==> config.mk <==
export PLATFORM = sky130hd
export DESIGN_NAME = argon_control
export DESIGN_NICKNAME = d
export VERILOG_FILES = /design/src/rtl/argon_pkg.sv /design/src/rtl/argon_decode.sv /design/src/rtl/argon_control.sv
export SDC_FILE = /design/constraint.sdc
export NUM_CORES = 1
export LEC_CHECK = 0
export ABC_CLOCK_PERIOD_IN_PS = 2250
export CAP_MARGIN = 0
export CORE_UTILIZATION = 45
export CTS_CLUSTER_SIZE = 24
export DETAILED_ROUTE_END_ITERATION = 12
export GPL_ROUTABILITY_DRIVEN = 0
export GPL_TIMING_DRIVEN = 1
export PLACE_DENSITY = 0.75
export SYNTH_ARGS = -nofsm -noshare
export SYNTH_HDL_FRONTEND = slang
export SYNTH_HIERARCHICAL = 1
export SYNTH_SLANG_ARGS = --single-unit
==> constraint.sdc <==
create_clock -name i_clk -period 2.25 [get_ports i_clk]
set_input_delay 0.675 -clock i_clk [delete_from_list [all_inputs] [get_ports i_clk]]
set_output_delay 0.675 -clock i_clk [all_outputs]
set_load 0.005 [all_outputs]
==> src/rtl/argon_pkg.sv <==
// Shared definitions for the Argon fetch/decode/control sequencer:
// instruction class codes, field positions and the FSM state type.
package argon_pkg;

  localparam logic [3:0] CLS_NOP  = 4'h0;
  localparam logic [3:0] CLS_ALUR = 4'h1;
  localparam logic [3:0] CLS_ALUI = 4'h2;
  localparam logic [3:0] CLS_LDI  = 4'h3;
  localparam logic [3:0] CLS_JMP  = 4'h4;
  localparam logic [3:0] CLS_JZ   = 4'h5;
  localparam logic [3:0] CLS_HLT  = 4'hF;

  localparam int CLS_MSB = 15;
  localparam int CLS_LSB = 12;
  localparam int OP_MSB  = 11;
  localparam int OP_LSB  = 8;
  localparam int RD_MSB  = 7;
  localparam int RD_LSB  = 4;
  localparam int RB_MSB  = 3;
  localparam int RB_LSB  = 0;

  typedef enum logic [2:0] {
    ST_FETCH,
    ST_DECODE,
    ST_FETCH_IMM,
    ST_EXECUTE,
    ST_HALTED
  } state_t;

endpackage

==> src/rtl/argon_decode.sv <==
// Combinational instruction decoder: splits IR into class and fields.
// Ports: ir in; cls/alu_op/rd/rb fields, needs_imm, writes_reg, illegal out.
module argon_decode
  import argon_pkg::*;
(
  input  logic [15:0] ir,
  output logic [3:0]  cls,
  output logic [3:0]  alu_op,
  output logic [3:0]  rd,
  output logic [3:0]  rb,
  output logic        needs_imm,
  output logic        writes_reg,
  output logic        illegal
);

  assign cls    = ir[CLS_MSB:CLS_LSB];
  assign alu_op = ir[OP_MSB:OP_LSB];
  assign rd     = ir[RD_MSB:RD_LSB];
  assign rb     = ir[RB_MSB:RB_LSB];

  always_comb begin
    needs_imm  = 1'b0;
    writes_reg = 1'b0;
    illegal    = 1'b0;
    case (cls)
      CLS_NOP, CLS_HLT: ;
      CLS_ALUR: writes_reg = 1'b1;
      CLS_ALUI, CLS_LDI: begin
        needs_imm  = 1'b1;
        writes_reg = 1'b1;
      end
      CLS_JMP, CLS_JZ: needs_imm = 1'b1;
      default: illegal = 1'b1;
    endcase
  end

endmodule

==> src/rtl/argon_control.sv <==
// Argon fetch/decode/control sequencer: fetches over req/ack, keeps pc,
// and drives regfile/ALU controls for one EXECUTE cycle per instruction.
module argon_control
  import argon_pkg::*;
(
  input  logic        i_clk,
  input  logic        i_reset,
  input  logic        i_halt,
  output logic        o_imem_req,
  output logic [15:0] o_imem_addr,
  input  logic        i_imem_ack,
  input  logic [15:0] i_imem_data,
  output logic        o_write_en,
  output logic [3:0]  o_selectA,
  output logic [3:0]  o_selectB,
  output logic [3:0]  o_selectW,
  output logic [3:0]  o_alu_op,
  output logic        o_use_immediate,
  output logic        o_write_to_regfile,
  output logic [15:0] o_portW,
  input  logic        i_flag_zero,
  output logic [15:0] o_pc,
  output logic        o_halted,
  output logic        o_illegal
);

  state_t state, state_n;
  logic [15:0] pc, pc_n, ir, imm;
  logic z, z_ld, ir_ld, imm_ld;
  logic stall, stall_n, req;
  logic [3:0] sel_a_q, sel_b_q, sel_w_q;

  logic [3:0] cls, op, rd, rb;
  logic needs_imm, writes_reg, illegal;

  argon_decode u_dec (
    .ir         (ir),
    .cls        (cls),
    .alu_op     (op),
    .rd         (rd),
    .rb         (rb),
    .needs_imm  (needs_imm),
    .writes_reg (writes_reg),
    .illegal    (illegal)
  );

  always_comb begin
    state_n            = state;
    pc_n               = pc;
    stall_n            = stall;
    req                = 1'b0;
    ir_ld              = 1'b0;
    imm_ld             = 1'b0;
    z_ld               = 1'b0;
    o_write_en         = 1'b0;
    o_alu_op           = 4'h0;
    o_use_immediate    = 1'b0;
    o_write_to_regfile = 1'b0;
    o_portW            = 16'h0000;
    o_illegal          = 1'b0;
    o_halted           = 1'b0;
    o_selectA          = sel_a_q;
    o_selectB          = sel_b_q;
    o_selectW          = sel_w_q;
    unique case (state)
      ST_FETCH: begin
        // a stalled FETCH releases only when i_halt drops
        if (stall) begin
          stall_n = i_halt;
        end else begin
          req = 1'b1;
          if (i_imem_ack) begin
            ir_ld   = 1'b1;
            pc_n    = pc + 16'd1;
            state_n = ST_DECODE;
          end
        end
      end
      ST_DECODE: begin
        state_n = needs_imm ? ST_FETCH_IMM : ST_EXECUTE;
      end
      ST_FETCH_IMM: begin
        req = 1'b1;
        if (i_imem_ack) begin
          imm_ld  = 1'b1;
          pc_n    = pc + 16'd1;
          state_n = ST_EXECUTE;
        end
      end
      ST_EXECUTE: begin
        state_n    = ST_FETCH;
        o_write_en = writes_reg;
        o_illegal  = illegal;
        case (cls)
          CLS_ALUR, CLS_ALUI: begin
            o_selectA       = rd;
            o_selectB       = rb;
            o_selectW       = rd;
            o_alu_op        = op;
            z_ld            = 1'b1;
            o_use_immediate = (cls == CLS_ALUI);
            o_portW         = (cls == CLS_ALUI) ? imm : 16'h0000;
          end
          CLS_LDI: begin
            o_selectW          = rd;
            o_write_to_regfile = 1'b1;
            o_portW            = imm;
          end
          CLS_JMP: pc_n = imm;
          CLS_JZ:  pc_n = z ? imm : pc;
          CLS_HLT: state_n = ST_HALTED;
          default: ;
        endcase
        // i_halt is only looked at on the way into FETCH
        if (state_n == ST_FETCH) stall_n = i_halt;
      end
      ST_HALTED: o_halted = 1'b1;
      default: state_n = ST_FETCH;
    endcase
  end

  // req is forced low while reset is held, even though state is FETCH
  assign o_imem_req  = req & i_reset;
  assign o_imem_addr = pc;
  assign o_pc        = pc;

  always_ff @(posedge i_clk or negedge i_reset) begin
    if (!i_reset) begin
      state   <= ST_FETCH;
      pc      <= 16'h0000;
      ir      <= 16'h0000;
      imm     <= 16'h0000;
      z       <= 1'b0;
      stall   <= 1'b0;
      sel_a_q <= 4'h0;
      sel_b_q <= 4'h0;
      sel_w_q <= 4'h0;
    end else begin
      state   <= state_n;
      pc      <= pc_n;
      stall   <= stall_n;
      sel_a_q <= o_selectA;
      sel_b_q <= o_selectB;
      sel_w_q <= o_selectW;
      if (ir_ld)  ir  <= i_imem_data;
      if (imm_ld) imm <= i_imem_data;
      if (z_ld)   z   <= i_flag_zero;
    end
  end

endmodule

Yosys cells after proc, flatten, opt, wreduce, memory -nomap -nowiden
Index checks and enable logic that the tools add are counted.
W data, S select, Z words.

word-level totals
  register bits after elaboration = 65
  input bits = 21
  output and inout bits = 70
  logic and storage cells = 84

cells by class
  add/sub/neg operators = 1
  equality and inequality tests = 16
  multiplexer cells = 44
  bitwise logic cells = 2
  reductions and logical operators = 12

operators with widths
  cell                     count
  $mux W16                 5
  $pmux W16 S2             2
  $pmux W16 S3             1
  $mux W4                  8
  $mux W1                  20
  $add A16 B1 Y16 const B  1
  $mux W3                  5
  $pmux W3 S5              1
  $eq A4 B2 Y1 const B     2
  $eq A4 B3 Y1 const B     2
  $ne A2 B2 Y1 const B     4
  $reduce_and A4 Y1        2
  $reduce_or A7 Y1         1
  $eq A3 B2 Y1 const B     2
  $logic_not A3 Y1         2
  $eq A4 B1 Y1 const B     1
  $eq A4 B4 Y1 const B     1
  $logic_not A4 Y1         1
  $pmux W1 S2              2
  $reduce_or A4 Y1         1
  $eq A3 B1 Y1 const B     1
  $eq A3 B3 Y1 const B     1
  $ne A3 B1 Y1 const B     1
  $ne A3 B3 Y1 const B     1
  other kinds (7)          7

Depth between registers and ports, before layout
Gate-level depths: netlist of run 1.

  depth after elaboration = 6
  depth in mapped cells = 7
  depth with buffers taken out = 6

Modules after synthesis
Netlist of run 1, hierarchy kept.

by module, submodules not included
  module         times used  cells each  area each (µm²)  sequential area each (µm²)
  argon_control  1           292         3,288.2          1,626.6
  argon_decode   1           23          158.9            0.0

Least setup slack after synthesis of run 1
Ideal clock, no wire load.

  path type = reg-to-output
  start = reg ir[15]
  end = out o_selectW[0]
  arrival time = 1,440 ps
  required time = 1,575 ps
  slack = 135 ps
  cell stages (with the launch flop) = 5
  buffers on the path = 1
  cells stage by stage = dfrtp_1 > buf_4 > nor3_2 > o21a_1 > mux2_2

between the ends
  word-level cells in the longest chain between the ends = 4
  elaborated cells between the ends (all ways) = 6
  classes of those cells = 3 x eq/ne; 2 x mux; 1 x reduce/logical

RTL lines
  item                                          line                  source
  from (decl)                                   argon_control.sv:28   logic [15:0] pc, pc_n, ir, imm;
  from (signal assigned)                        argon_control.sv:145  if (ir_ld) ir <= i_imem_data;
  $eq A4 B2 Y1 or $eq A4 B1 Y1 (tied branches)  argon_control.sv:94   case (cls)
  $reduce_or A3 Y1 (no line) (*)                -
  $mux W4 (*)                                   argon_control.sv:94
  $mux W4 (*)                                   argon_control.sv:65   unique case (state)
  to (decl)                                     argon_control.sv:16   output logic [3:0] o_selectW,

Every way passes the cells marked *; elsewhere a longest branch is shown, timed or not.

Worst setup path after layout of run 1
  start = reg state[2]
  end = out o_portW[14]

between the ends
  word-level cells in the longest chain between the ends = 2

RTL lines
  item                    line                  source
  from (decl)             argon_control.sv:27   state_t state, state_n;
  from (signal assigned)  argon_control.sv:139  state <= state_n;
  $eq A3 B2 Y1            argon_control.sv:65
  $mux W16                argon_control.sv:65
  to (decl)               argon_control.sv:20   output logic [15:0] o_portW,

No other way between the ends.

==> metrics.md, run 1 <==
| Metric | Value |
|---|---|
| Status | finished with violations |
| Failing checks | setup timing |
| Top FF cell, synth | dfrtp_1 |
| Gr ovfl total | 0 |
| Min cycle time layout | 2480 ps |
| Mapped Nets | between 300 and 400 |
| Die Span Y | slightly below 90 um |
| Worst slew margin | around 45% |
| Synth top area share | a little under half |
| Post-synthesis cell count | between 300 and 400 |
| Pin count of the biggest net entering global routing | 66 |
| Hold Violations, Final | 0 |
| Cts bufs inserted | 9 |
| Total GRT Usage | between 20% and 30% |
| Initial antenna violation count | 0 |
| Synth area leader | dfrtp_1 |
| Core area | between 7000 and 8000 um^2 |
| Root Buffer | clkbuf_8 |
| Dpl hpwl | 5800 um |
| Clk sinks | 65 |
| Synth Warn # | 6 |
| Avg Inst Size Synth | approximately 11 um^2 |
| Clock Latency Late Sink | between 300 and 400 ps |
| Fraction of the cycle the final worst path needs | 110% |
| Number of DRC markers in iteration 0 | 315 |
| Clk slew on worst S/H paths | approximately 70 ps |
| CP max FO | 7 |
| DRC Markers | 0 |
| Worst slew pin tran | just over 800 ps |
| Startpoint Class | flip-flop |
| Post-route setup slack | -234 ps |
| First-pass GRT wire length | roughly 14000 um |
| Hold Crit Start | sel_a_q[3] |
| Met2 Usage GRT | between 30% and 40% |
| Top post-synthesis cells by count | dfrtp_1, buf_4, mux2_2, and3_1, nor2_1 |
| Unrepaired setup endpoints after global routing | true |
| Worst vdd rail ir drop | roughly 0.83 mV |
| Share of cells above drive strength 1 | approximately 40% |
| CTS tree | built |
| Leakage | around 2.3 nW |
| Unique masters post-synth | 51 |
| Fraction of registers with async set/reset | 100% |
| Most used routing layer | met2 |
| CP arrival | 1810 ps |
| Vias per inst | about 5.6 |
| Die area | approximately 8000 um^2 |
| Setup violators final | 34 |
| Reg-to-reg startpoint | ir[13] |
| Routed Wire Length | approximately 9400 um |
| Top cells by area, synth | dfrtp_1, mux2_2, buf_4, mux2_1, and3_1 |
| CTS Buffer Depth | 2 |
| Vias in the first global route | between 2000 and 3000 |
| Crit path required time | around 1600 ps |
| Filler cells | just under 500 |
| Crit path from | state[2] |
| WL/cell | 18.3 um |
| CTS Hold Buffers Added | 0 |
| FMAX | ~400 MHz |
| IO Count | 91 |
| Total number of vias | ~2900 |
| H-Tree Depth | 3 |
| Worst hold path class | flip-flop to flip-flop |
| Synthesized cell area | between 3000 and 4000 um^2 |
| Layout Utilization | between 60% and 70% |
| Crit. End Element | output pin |
| Global-route met1 utilization | 32.4% |
| Dpl ws | -291 ps |
| # rows | 31 |
| Chip Width | slightly below 90 um |
| Post-route ant nets | 0 |
| Slew Limit Fails | 0 |
| FF+latch count, synth | 65 |
| Hold_ws | a little over 500 ps |
| P&R area growth vs syn | 44.1% |
| DRT Pass-1 Iters | 4 |
| Power per cell area | 1390 nW/um^2 |
| Initial Utilization | roughly 47% |
| Count leader, synth | dfrtp_1 |
| Met3 GRT Util | between 3 and 4% |
| Layout Nets | approximately 430 |
| WS Path Type | flip-flop to output pin |
| EDFF count, synth | 0 |
| N_diodes | 0 |
| Sequential cell area fraction in the yosys report | 47.2% |
| Max-Cap Viols | 0 |
| Clk_skew | around 4.7 ps |
| PortBufs | 90 |
[through the flow]
| step | cell area (um^2) | total power (W) | cells | TNS, ps |
|---|---|---|---|---|
| 6_report | 4970 | 0.00693 | 513 | -5730 |
| 5_1_grt | 4970 | 0.00738 | 513 | -7650 |
| 4_1_cts | 4760 | 0.00655 | 504 | -8150 |
| 3_5_place_dp | 4280 | 0.00517 | 473 | -4450 |
| 3_3_place_gp | 4280 | 0.00505 | 473 | -3870 |
| 2_1_floorplan | 3450 | 0.00405 | 315 | 0 |
[sequential cells by signal (all words and copies together) (netlist names)]
name         flops
imm             16
ir              16
o_imem_addr     16
sel_a_q          4
sel_b_q          4
sel_w_q          4
state            3
stall            1
z                1
[logic make-up after synthesis]
logic type / share of synthesized area, %
muxes: 14.7
DFF: 47.2
and+or+nand+nor: 16.0
adders and majority gates: 0.363
AOI/OAI and AO/OA: 10.4
xor gates and xnor gates: 0.762
buffers and inverters: 10.6
[report_power, final]
group          switching [W]  total (W)  internal (W)
Sequential          0.000583    0.00233       0.00175
Combinational        0.00152    0.00370       0.00217
Clock               0.000444   0.000899      0.000456
[metal layers]
metal | vias to the layer above | share of wire [%]
met3 | 14 | 5.9
met4 | 0 | 1.3
li1 | 1294 | -
met5 | - | 0
met2 | 119 | 52
met1 | 1457 | 41
[layout by cell type, fill, tap and decap left out, drive strengths merged, types with 3 or more instances in the layout]
cell type,count
clkdlybuf4s50,51
o22ai,5
nor3,5
o21ai,15
buf,76
dfrtp,65
nor2,20
nand2,13
dlymetal6s2s,3
clkbuf,15
and3,29
a21oi,18
and4,3
nand3,9
and2,3
mux2,45
clkinv,3
a22oi,3
a2bb2oi,4
[worst paths after layout]
check | depth (start not counted) | slack [ps] | endpoint
setup / recovery | 7 | -230 | o_portW[14]
hold / removal | 1 | 510 | sel_a_q[3]
setup reg to reg | 8 | 260 | o_imem_addr[6]
hold reg to reg | 1 | 510 | sel_a_q[3]
max in group asynchronous | 2 | 1110 | ir[12]
min in group asynchronous | 2 | 570 | ir[6]
[area by class of cell]
| cell class | count | area (um^2) | area share [%] |
|---|---|---|---|
| Inverter | 2 | 7.51 | 0.151 |
| Clock buffer | 13 | 159 | 3.20 |
| Timing Repair Buffer | 134 | 1360 | 27.5 |
| Sequential cell | 65 | 1630 | 32.8 |
| Clock inverter | 3 | 15.0 | 0.302 |
| Multi-Input combinational cell | 197 | 1670 | 33.6 |
| Tap cell | 99 | 124 | 2.49 |
[critical path: stages, from the launching register on]
cell and delay (ps):
dfrtp_1 390, nand3b_4 170, nor3_4 160, buf_6 140, buf_6 120, buf_8 120, and3_1 170, clkdlybuf4s15_2 200
[what timing repair did]
action | in CTS | in global routing
endpoints found under the hold margin | 0 | 0
gates resized for setup | 182 | 44
gates cloned | 1 | 2
pin swaps | 6 | 12
setup endpoints to repair | 38 | 38
setup buffers | 14 | 9
Note: power is estimated with default switching activity, not from simulation.
==> run 2: changes to the inputs <==
Settings changed: HOLD_SLACK_MARGIN set to 0.02.
==> results of run 2 <==
Final layout, timing and power as in run 1 (identical DEF).
